--- src/rtl/usb_dev_responder.sv ---
// Device-side USB responder: answers OUT/IN tokens addressed to dev_addr using a one-entry endpoint buffer.
// Define USB_DEV_NAK_EN to NACK IN tokens while the buffer is empty; otherwise those tokens are ignored.
module usb_dev_responder #(
  parameter int DATA_TIMEOUT = 20,
  parameter int MAX_RETRY    = 8,
  parameter int TIMER_W      = 20
) (
  input  logic        clk,
  input  logic        rst,
  input  logic [6:0]  dev_addr,
  input  logic        pkt_valid,
  input  logic [3:0]  pid_in,
  input  logic [6:0]  addr_in,
  input  logic [3:0]  endp_in,
  input  logic [63:0] data_in,
  input  logic        corrupted,
  input  logic        down_ready,
  output logic        pktready,
  output logic [3:0]  pid_out,
  output logic [63:0] data_out,
  output logic        wr_valid,
  output logic [63:0] wr_data,
  output logic [3:0]  wr_endp,
  input  logic        rd_avail,
  input  logic [63:0] rd_data,
  output logic        rd_ack,
  output logic        busy,
  output logic        xfer_err
);

  localparam int RW = $clog2(MAX_RETRY + 1);
  localparam logic [3:0] PID_OUT   = 4'b0001;
  localparam logic [3:0] PID_IN    = 4'b1001;
  localparam logic [3:0] PID_DATA0 = 4'b0011;
  localparam logic [3:0] PID_ACK   = 4'b0010;
  localparam logic [3:0] PID_NACK  = 4'b1010;
  localparam logic [TIMER_W-1:0] TIMER_MAX = TIMER_W'(DATA_TIMEOUT);
  localparam logic [RW-1:0]      RETRY_MAX = RW'(MAX_RETRY);

  typedef enum logic [2:0] {IDLE, W_DATA, SEND_HS, SEND_DATA, W_HS} state_t;

  state_t             state_q, ret_q;
  logic [TIMER_W-1:0] timer_q;
  logic [RW-1:0]      retry_q;
  logic [3:0]         endp_q;
  logic [63:0]        data_q;
  logic [3:0]         hs_q;

  logic         tok_ok, timer_exp, retry_last, is_data0;
  logic         data_good, data_bad, hs_good, hs_fail;
  logic [RW-1:0] retry_d;

  // Decision-cycle strobes are combinational so they coincide with the decoder strobe.
  always_comb begin
    tok_ok     = pkt_valid && !corrupted && (addr_in == dev_addr);
    timer_exp  = (timer_q == TIMER_MAX);
    retry_d    = retry_q + RW'(1);
    retry_last = (retry_d == RETRY_MAX);
    is_data0   = pkt_valid && (pid_in == PID_DATA0);
    data_good  = (state_q == W_DATA) && is_data0 && !corrupted;
    data_bad   = (state_q == W_DATA) && is_data0 && corrupted;
    hs_good    = (state_q == W_HS) && pkt_valid && !corrupted && (pid_in == PID_ACK);
    hs_fail    = (state_q == W_HS) &&
                 ((pkt_valid && (corrupted || pid_in == PID_NACK)) || (!pkt_valid && timer_exp));

    wr_valid = !rst && data_good;
    wr_data  = wr_valid ? data_in : 64'd0;
    wr_endp  = wr_valid ? endp_q : 4'd0;
    rd_ack   = !rst && hs_good;
    xfer_err = !rst && ((data_bad && retry_last) ||
                        ((state_q == W_DATA) && !pkt_valid && timer_exp) ||
                        (hs_fail && retry_last));
    busy     = !rst && (state_q != IDLE);
    pktready = !rst && ((state_q == SEND_HS) || (state_q == SEND_DATA));
    pid_out  = 4'd0;
    data_out = 64'd0;
    if (!rst && state_q == SEND_HS) begin
      pid_out = hs_q;
    end else if (!rst && state_q == SEND_DATA) begin
      pid_out  = PID_DATA0;
      data_out = data_q;
    end
  end

  always_ff @(posedge clk) begin
    if (rst) begin
      state_q <= IDLE;
      ret_q   <= IDLE;
      timer_q <= '0;
      retry_q <= '0;
      endp_q  <= '0;
      data_q  <= '0;
      hs_q    <= '0;
    end else begin
      case (state_q)
        IDLE: begin
          if (tok_ok && pid_in == PID_OUT) begin
            endp_q  <= endp_in;
            timer_q <= '0;
            retry_q <= '0;
            state_q <= W_DATA;
          end else if (tok_ok && pid_in == PID_IN) begin
            if (rd_avail) begin
              data_q  <= rd_data;
              endp_q  <= endp_in;
              retry_q <= '0;
              state_q <= SEND_DATA;
            end else begin
`ifdef USB_DEV_NAK_EN
              hs_q    <= PID_NACK;
              ret_q   <= IDLE;
              state_q <= SEND_HS;
`else
              state_q <= IDLE;
`endif
            end
          end
        end
        W_DATA: begin
          if (data_good) begin
            hs_q    <= PID_ACK;
            ret_q   <= IDLE;
            state_q <= SEND_HS;
          end else if (data_bad) begin
            retry_q <= retry_d;
            if (retry_last) begin
              state_q <= IDLE;
            end else begin
              hs_q    <= PID_NACK;
              ret_q   <= W_DATA;
              timer_q <= '0;
              state_q <= SEND_HS;
            end
          end else if (pkt_valid) begin
            state_q <= IDLE;
          end else if (timer_exp) begin
            state_q <= IDLE;
          end else begin
            timer_q <= timer_q + TIMER_W'(1);
          end
        end
        SEND_HS: begin
          if (down_ready) state_q <= ret_q;
        end
        SEND_DATA: begin
          if (down_ready) begin
            timer_q <= '0;
            state_q <= W_HS;
          end
        end
        W_HS: begin
          // Clean non-ACK/NACK packets are ignored; only silence advances the timer.
          if (hs_good) begin
            state_q <= IDLE;
          end else if (hs_fail) begin
            retry_q <= retry_d;
            state_q <= retry_last ? IDLE : SEND_DATA;
          end else if (!pkt_valid) begin
            timer_q <= timer_q + TIMER_W'(1);
          end
        end
        default: state_q <= IDLE;
      endcase
    end
  end

endmodule

--- config.mk ---
export PLATFORM = sky130hd
export DESIGN_NAME = usb_dev_responder
export DESIGN_NICKNAME = d
export VERILOG_FILES = /design/src/rtl/usb_dev_responder.sv
export SDC_FILE = /design/constraint.sdc
export NUM_CORES = 1
export LEC_CHECK = 0
export CAP_MARGIN = 10
export CORE_ASPECT_RATIO = 0.75
export CORE_UTILIZATION = 43
export CTS_CLUSTER_SIZE = 20
export DETAILED_ROUTE_END_ITERATION = 8
export PLACE_DENSITY = 0.84
export SETUP_SLACK_MARGIN = 0.5
export SLEW_MARGIN = 20
export SYNTH_ARGS = -nofsm -noshare
export SYNTH_HDL_FRONTEND = slang
export SYNTH_SLANG_ARGS = --single-unit
--- constraint.sdc ---
create_clock -name clk -period 3.9 [get_ports clk]
set_input_delay 0.78 -clock clk [delete_from_list [all_inputs] [get_ports clk]]
set_output_delay 0.78 -clock clk [all_outputs]
set_load 0.01 [all_outputs]
==> impl_metrics.yaml, run 1 <==
timing:
  hold_ws_ns: 0.449
  fin_ws_ns: 0.327
  period_share: 0.916
  worst_slew_pin_slew_ns: 0.927
  finalHoldViolCount: 0
  drv_slew: 0
  max_slew_margin: 0.382
  min_period_ns: 3.57
  fin_tns_setup_ns: 0
  rsz0062_at_grt: "true"
  clock.fmax_mhz: 280
  setup_viol: 0
  skew_ns: 0.00916
power:
  power_uw: 2130
  p_leak_uw: 0.00372
  peakVddDrop_mv: 0.258
  powerDensity_nw_per_um2: 238
run_status:
  outcome: "complete, no violations"
critical_path:
  critPathMostFrequentCell: "clkdlybuf4s50_1"
  end_kind: "primary output"
  crit_chain: "clkdlybuf4s50_1, buf_4, nor2b_2, nand3_2, nor3_4, buf_6, buf_12, and2_1, clkdlybuf4s50_1"
  slowest_stage: "clkdlybuf4s50_1"
  worstPathBufferInverterCount: 5
  start_kind: "input pin"
  path_class: "in2out"
  critPathMaxStageDelay_ns: 0.54
  crit_arrival_ns: 2.79
  worstPathRequired_ns: 3.12
  critPathMaxFanout: 18
  path_delay_family: "buffers and inverters"
synthesis:
  synth-simple-area-share: 0.382
  netlist_instances: 722
  synth_xor_area_frac: 0.0112
  yosys.area.top_type_share: 0.355
  synth_compound_area_frac: 0.181
  synth_top_family_by_area: "simple AND/OR/NAND/NOR gates"
  yosysUniqueCellTypes: 69
  synth.area.top_cells: "dfxtp_1, and2_1, nand2_1"
  synth_area_um2: 5470
  synth.area.mux_share: 0.00915
  async_reset_ff_frac: 0
  synth_fa_ha_area_frac: 0.00686
  yosys_most_used_dff: "dfxtp_1"
  ys_ff_latch: 97
  synth_warnings: 0
  synth.net_count: 881
  yosys.area.top_type: "dfxtp_1"
  synth.avg_cell_area_um2: 7.58
  synth.yosys.seq_area_share: 0.355
  synth-edff-count: 0
floorplan:
  io-pin-count: 297
  start_util: 0.443
  fp.dieH_um: 99.7
  die_w_um: 132
  dieArea_um2: 13200
  core-area_um2: 12300
  std_cell_rows: 35
clocking:
  clkSinkCount: 97
  clockBufferDepth: 2
  cts_tree: "done"
  numCtsBuffers: 9
  root_buffer: "clkbuf_16"
  clkLatencyLatePin_ns: 0.34
  path_clk_slew_ns: 0.07
  htreeDepth: 3
route:
  firstDrtPassIters: 5
  wire_per_inst_um: 17.1
  antenna_left: 0
  vias: 6064
  routed_wl_mm: 20.1
  drc: 0
  drtIter0Drc: 369
  viasPerCell: 5.15
placement:
  dp_slack_ns: 0.102
  gp_congestion: 0.972
  portBuffers: 295
  placed_cell_area_um2: 8570
  dp_hpwl_mm: 15.0
grt:
  grt_pass1_wl_mm: 30.6
  grtUsageTotal: 0.299
  first_global_vias: 5551
  overflow: 0
  grt_max_degree: 87
  antenna_found_initial: 9
final_layout:
  syn_to_final_growth_pct: 63.7
  n_fill_cell: 1003
  layout-drive-gt1-share: 0.107
  design_area_um2: 8950
  fin_nets: 1158
job:
  drv_cap: 0
hold_path:
  hold_path_class: "reg2reg"
==> cells in the mapped netlist (8+ instances only) <==
master / count
nor2b_1: 19
o41ai_1: 8
o21ai_0: 20
a21oi_1: 84
nand2_1: 141
nor2_1: 26
inv_1: 12
clkbuf_1: 31
and2_1: 134
buf_2: 16
dfxtp_1: 97
nand3_1: 13
==> logic make-up after synthesis <==
logic type,after synthesis
mux,5
simple gates,388
buf+inv,67
flops,97
other cells,1
compound gates,154
fa+ha+maj,3
xor+xnor,7
==> sequential cells by signal, summed over array words and instances, names as in the netlist <==
| signal | count |
|---|---|
| timer_q | 20 |
| hs_q | 2 |
| data_q | 64 |
| state_q | 3 |
| retry_q | 4 |
| endp_q | 4 |
==> timing repair <==
item / in CTS / in global routing
cloned: 2 / 1
hold buffers: 0 / 0
hold endpoints to repair: 0 / 0
resized for setup: 56 / 75
setup endpoints to repair: 71 / 59
buffers inserted: 2 / 2
pin swaps: 0 / 2
==> cell usage in the layout, fill, tap and decap left out, drive strengths merged, types with 20 or more instances in the layout <==
cell type        n
clkdlybuf4s50  224
buf             26
clkbuf          33
a21oi           84
nor2            27
dfxtp           97
dlymetal6s2s    20
and2           134
dlygate4sd2     27
o21ai           21
nand2          142
==> worst min-delay path, cell delays in order, from the launching register on <==
cell and delay [ns]:
dfxtp_1 0.31, nand2_1 0.05, a21oi_1 0.05
==> final timing paths <==
kind | startpoint | endpoint | slack, ns | depth (start not counted)
setup / recovery | pid_in[3] | wr_data[58] | 0.33 | 9
hold / removal | data_q[35]$_SDFFE_PP0P_ | data_q[35]$_SDFFE_PP0P_ | 0.45 | 2
setup reg to reg | state_q[2]$_SDFFE_PP0P_ | data_q[20]$_SDFFE_PP0P_ | 1.54 | 7
hold reg to reg | data_q[35]$_SDFFE_PP0P_ | data_q[35]$_SDFFE_PP0P_ | 0.45 | 2
==> area by class of cell <==
class                      instances  area [um^2]  area share
clock inverter                     7         86.3     0.00964
antenna                            7         17.5     0.00196
clock buffer                       9          225      0.0252
timing repair buffer             321         3150       0.351
sequential                        97         1950       0.217
tap                              166          208      0.0232
inverter                          12         45.0     0.00503
multi-input combinational        558         3280       0.366
==> through the flow <==
stage / util / std cells
floorplan: - / 722
global placement: 0.694 / 1147
detailed placement: 0.694 / 1147
CTS: 0.721 / 1167
global route: 0.724 / 1173
finish: 0.725 / 1177
==> power by group <==
group          internal (uW)  switching, uW  total, uW
combinational            153           72.0        225
clock                    512            405        917
sequential               990         0.0637        990
total                   1650            477       2130
==> per-layer routing <==
metal	vias up	share of wire	GRT usage
met4	2	0.0094	0.0813
met1	2807	0.43	0.383
li1	2977	-	-
met3	20	0.085	0.0948
met5	-	0.00045	0
met2	258	0.48	0.488
Power figures use the tool's default switching activity.
==> run 2, diff against run 1 <==
CORE_MARGIN = 2   (was unset)
CORE_UTILIZATION = 44   (was 43)
CTS_BUF_LIST = sky130_fd_sc_hd__clkbuf_4 sky130_fd_sc_hd__clkbuf_8   (was unset)
PLACE_DENSITY = 0.86   (was 0.84)
==> run 2 against run 1 <==
Hold slack improved by 0.0041 ns; sequential share of layout area increased by 0.65 points; sequential power about the same; via count decreased by 0.45%; combinational power increased by 2%; maximum frequency increased by 4.0%; worst setup slack improved by 0.14 ns; critical path type unchanged; largest power group unchanged.
==> impl_metrics.yaml, run 2 (synthesis gave the netlist of run 1 again) <==
clocking:
  hold_buffers: 0
  htreeDepth: 3
  clkLatencyLatePin_ns: 0.37
  clockBufferDepth: 2
  cts_tree: "done"
  root_buffer: "clkbuf_8"
  numCtsBuffers: 9
  path_clk_slew_ns: 0.09
  clkSinkCount: 97
power:
  p_leak_uw: 0.00335
  powerDensity_nw_per_um2: 220
  peakVddDrop_mv: 0.186
critical_path:
  critPathMaxFanout: 3
  r2r_slack_ns: 1.37
  reg2reg_from: "state_q[2]$_SDFFE_PP0P_"
  path_class: "in2out"
  worstPathRequired_ns: 3.12
  start_kind: "input pin"
  end_kind: "primary output"
  critPathMaxStageDelay_ns: 0.68
  endpoint: "xfer_err"
  slowest_stage: "or4b_2"
  reg2regPathDepth: 6
  crit_chain: "clkdlybuf4s50_1, nand4bb_1, and2_1, or4b_2, a21oi_2, clkbuf_2"
  cp-startpoint: "pid_in[2]"
  crit_arrival_ns: 2.66
  path_depth: 6
  worstPathBufferInverterCount: 2
  path_delay_family: "simple AND/OR/NAND/NOR gates"
  r2r-end: "timer_q[13]$_SDFFE_PP0P_"
final_layout:
  mostFrequentLayoutCells: "clkdlybuf4s50_1, nand2_1, and2_1"
  layout-drive-gt1-share: 0.116
  top_register: "data_q"
  mostFrequentLayoutCell: "clkdlybuf4s50_1"
  n_fill_cell: 1017
  antennaDiodeCount: 0
  syn_to_final_growth_pct: 58.7
  design_area_um2: 8680
  fin_nets: 1157
  multi_input_area_um2: 3280
  largest_register_ffs: 64
  ff_latch_area_um2: 1940
  top_regs: "data_q x64, timer_q x20"
floorplan:
  fp.dieH_um: 101
  start_util: 0.448
  core-area_um2: 12200
  io-pin-count: 297
  die_w_um: 133
  std_cell_rows: 35
  dieArea_um2: 13300
grt:
  grt_pass1_wl_mm: 31.1
  grtUsageTotal: 0.304
  grt_max_degree: 66
  overflow: 0
  first_global_vias: 5474
  antenna_found_initial: 7
timing:
  fin_tns_setup_ns: 0
  clock.fmax_mhz: 291
  rsz0062_at_grt: "true"
  drv_slew: 0
  min_period_ns: 3.44
  hold_ws_ns: 0.453
  setup_viol: 0
  skew_ns: 0.0136
  finalHoldViolCount: 0
  worst_slew_pin_slew_ns: 0.783
  period_share: 0.881
  max_slew_margin: 0.478
route:
  wire_per_inst_um: 17.8
  vias: 6037
  drc: 0
  viasPerCell: 5.16
  drtIter0Drc: 367
  antenna_left: 0
  firstDrtPassIters: 5
  routed_wl_mm: 20.8
placement:
  placed_cell_area_um2: 8580
  dp_hpwl_mm: 15.7
  portBuffers: 295
  gp_congestion: 0.943
hold_path:
  hold_path_class: "reg2reg"
job:
  drv_cap: 0
run_status:
  outcome: "complete, no violations"
[run 2: layout make-up]
type / count / share of cell area
Timing Repair Buffer: 320 / 0.345
Clock buffer: 10 / 0.0151
Multi-Input combinational cell: 558 / 0.378
Clock inverter: 6 / 0.00894
Sequential cell: 97 / 0.224
Inverter: 12 / 0.00519
Tap cell: 166 / 0.0239
[run 2: worst min-delay path by stage]
stage	start	end	slack, ns	depth (start not counted)
after global placement	data_q[43]$_SDFFE_PP0P_	data_q[43]$_SDFFE_PP0P_	0.44	2
after floorplan	data_q[0]$_SDFFE_PP0P_	data_q[0]$_SDFFE_PP0P_	0.43	2
after detailed placement	data_q[58]$_SDFFE_PP0P_	data_q[58]$_SDFFE_PP0P_	0.44	2
final	data_q[58]$_SDFFE_PP0P_	data_q[58]$_SDFFE_PP0P_	0.45	2
after CTS	data_q[58]$_SDFFE_PP0P_	data_q[58]$_SDFFE_PP0P_	0.45	2
after global routing	data_q[51]$_SDFFE_PP0P_	data_q[51]$_SDFFE_PP0P_	0.47	2
[run 2: metal layers]
| metal | global-route usage | vias up | part of all wire |
|---|---|---|---|
| met5 | 0 | - | 0.0030 |
| met4 | 0.0819 | 10 | 0.025 |
| met3 | 0.127 | 47 | 0.11 |
| met2 | 0.495 | 262 | 0.46 |
| met1 | 0.372 | 2758 | 0.41 |
| li1 | - | 2960 | - |
[run 2: tightest hold or removal path: stages, from the launching register on]
cell and delay [ns]:
dfxtp_1 0.31, nand2_1 0.05, a21oi_1 0.05
[run 2: through the flow]
stage / instances / power [uW] / setup WS (ns) / util
finish: 1169 / 1910 / 0.465 / 0.711
global route: 1169 / 1970 / 0.405 / 0.711
CTS: 1169 / 1920 / 0.346 / 0.720
detailed placement: 1148 / 1240 / 0.123 / 0.702
global placement: 1148 / 1240 / 0.140 / 0.702
floorplan: 722 / 1050 / 0.860 / -
[run 2: timing repair]
action | in CTS | in global routing
setup endpoints to repair | 71 | 69
gates cloned | 2 | 0
pin swaps | 1 | 1
gates resized for setup | 75 | 79
endpoints found under the hold margin | 0 | 0
setup buffers | 3 | 0
[run 2: power breakdown]
group          internal [uW]  switching (uW)
combinational            153            76.3
clock                    314             372
sequential               990          0.0354
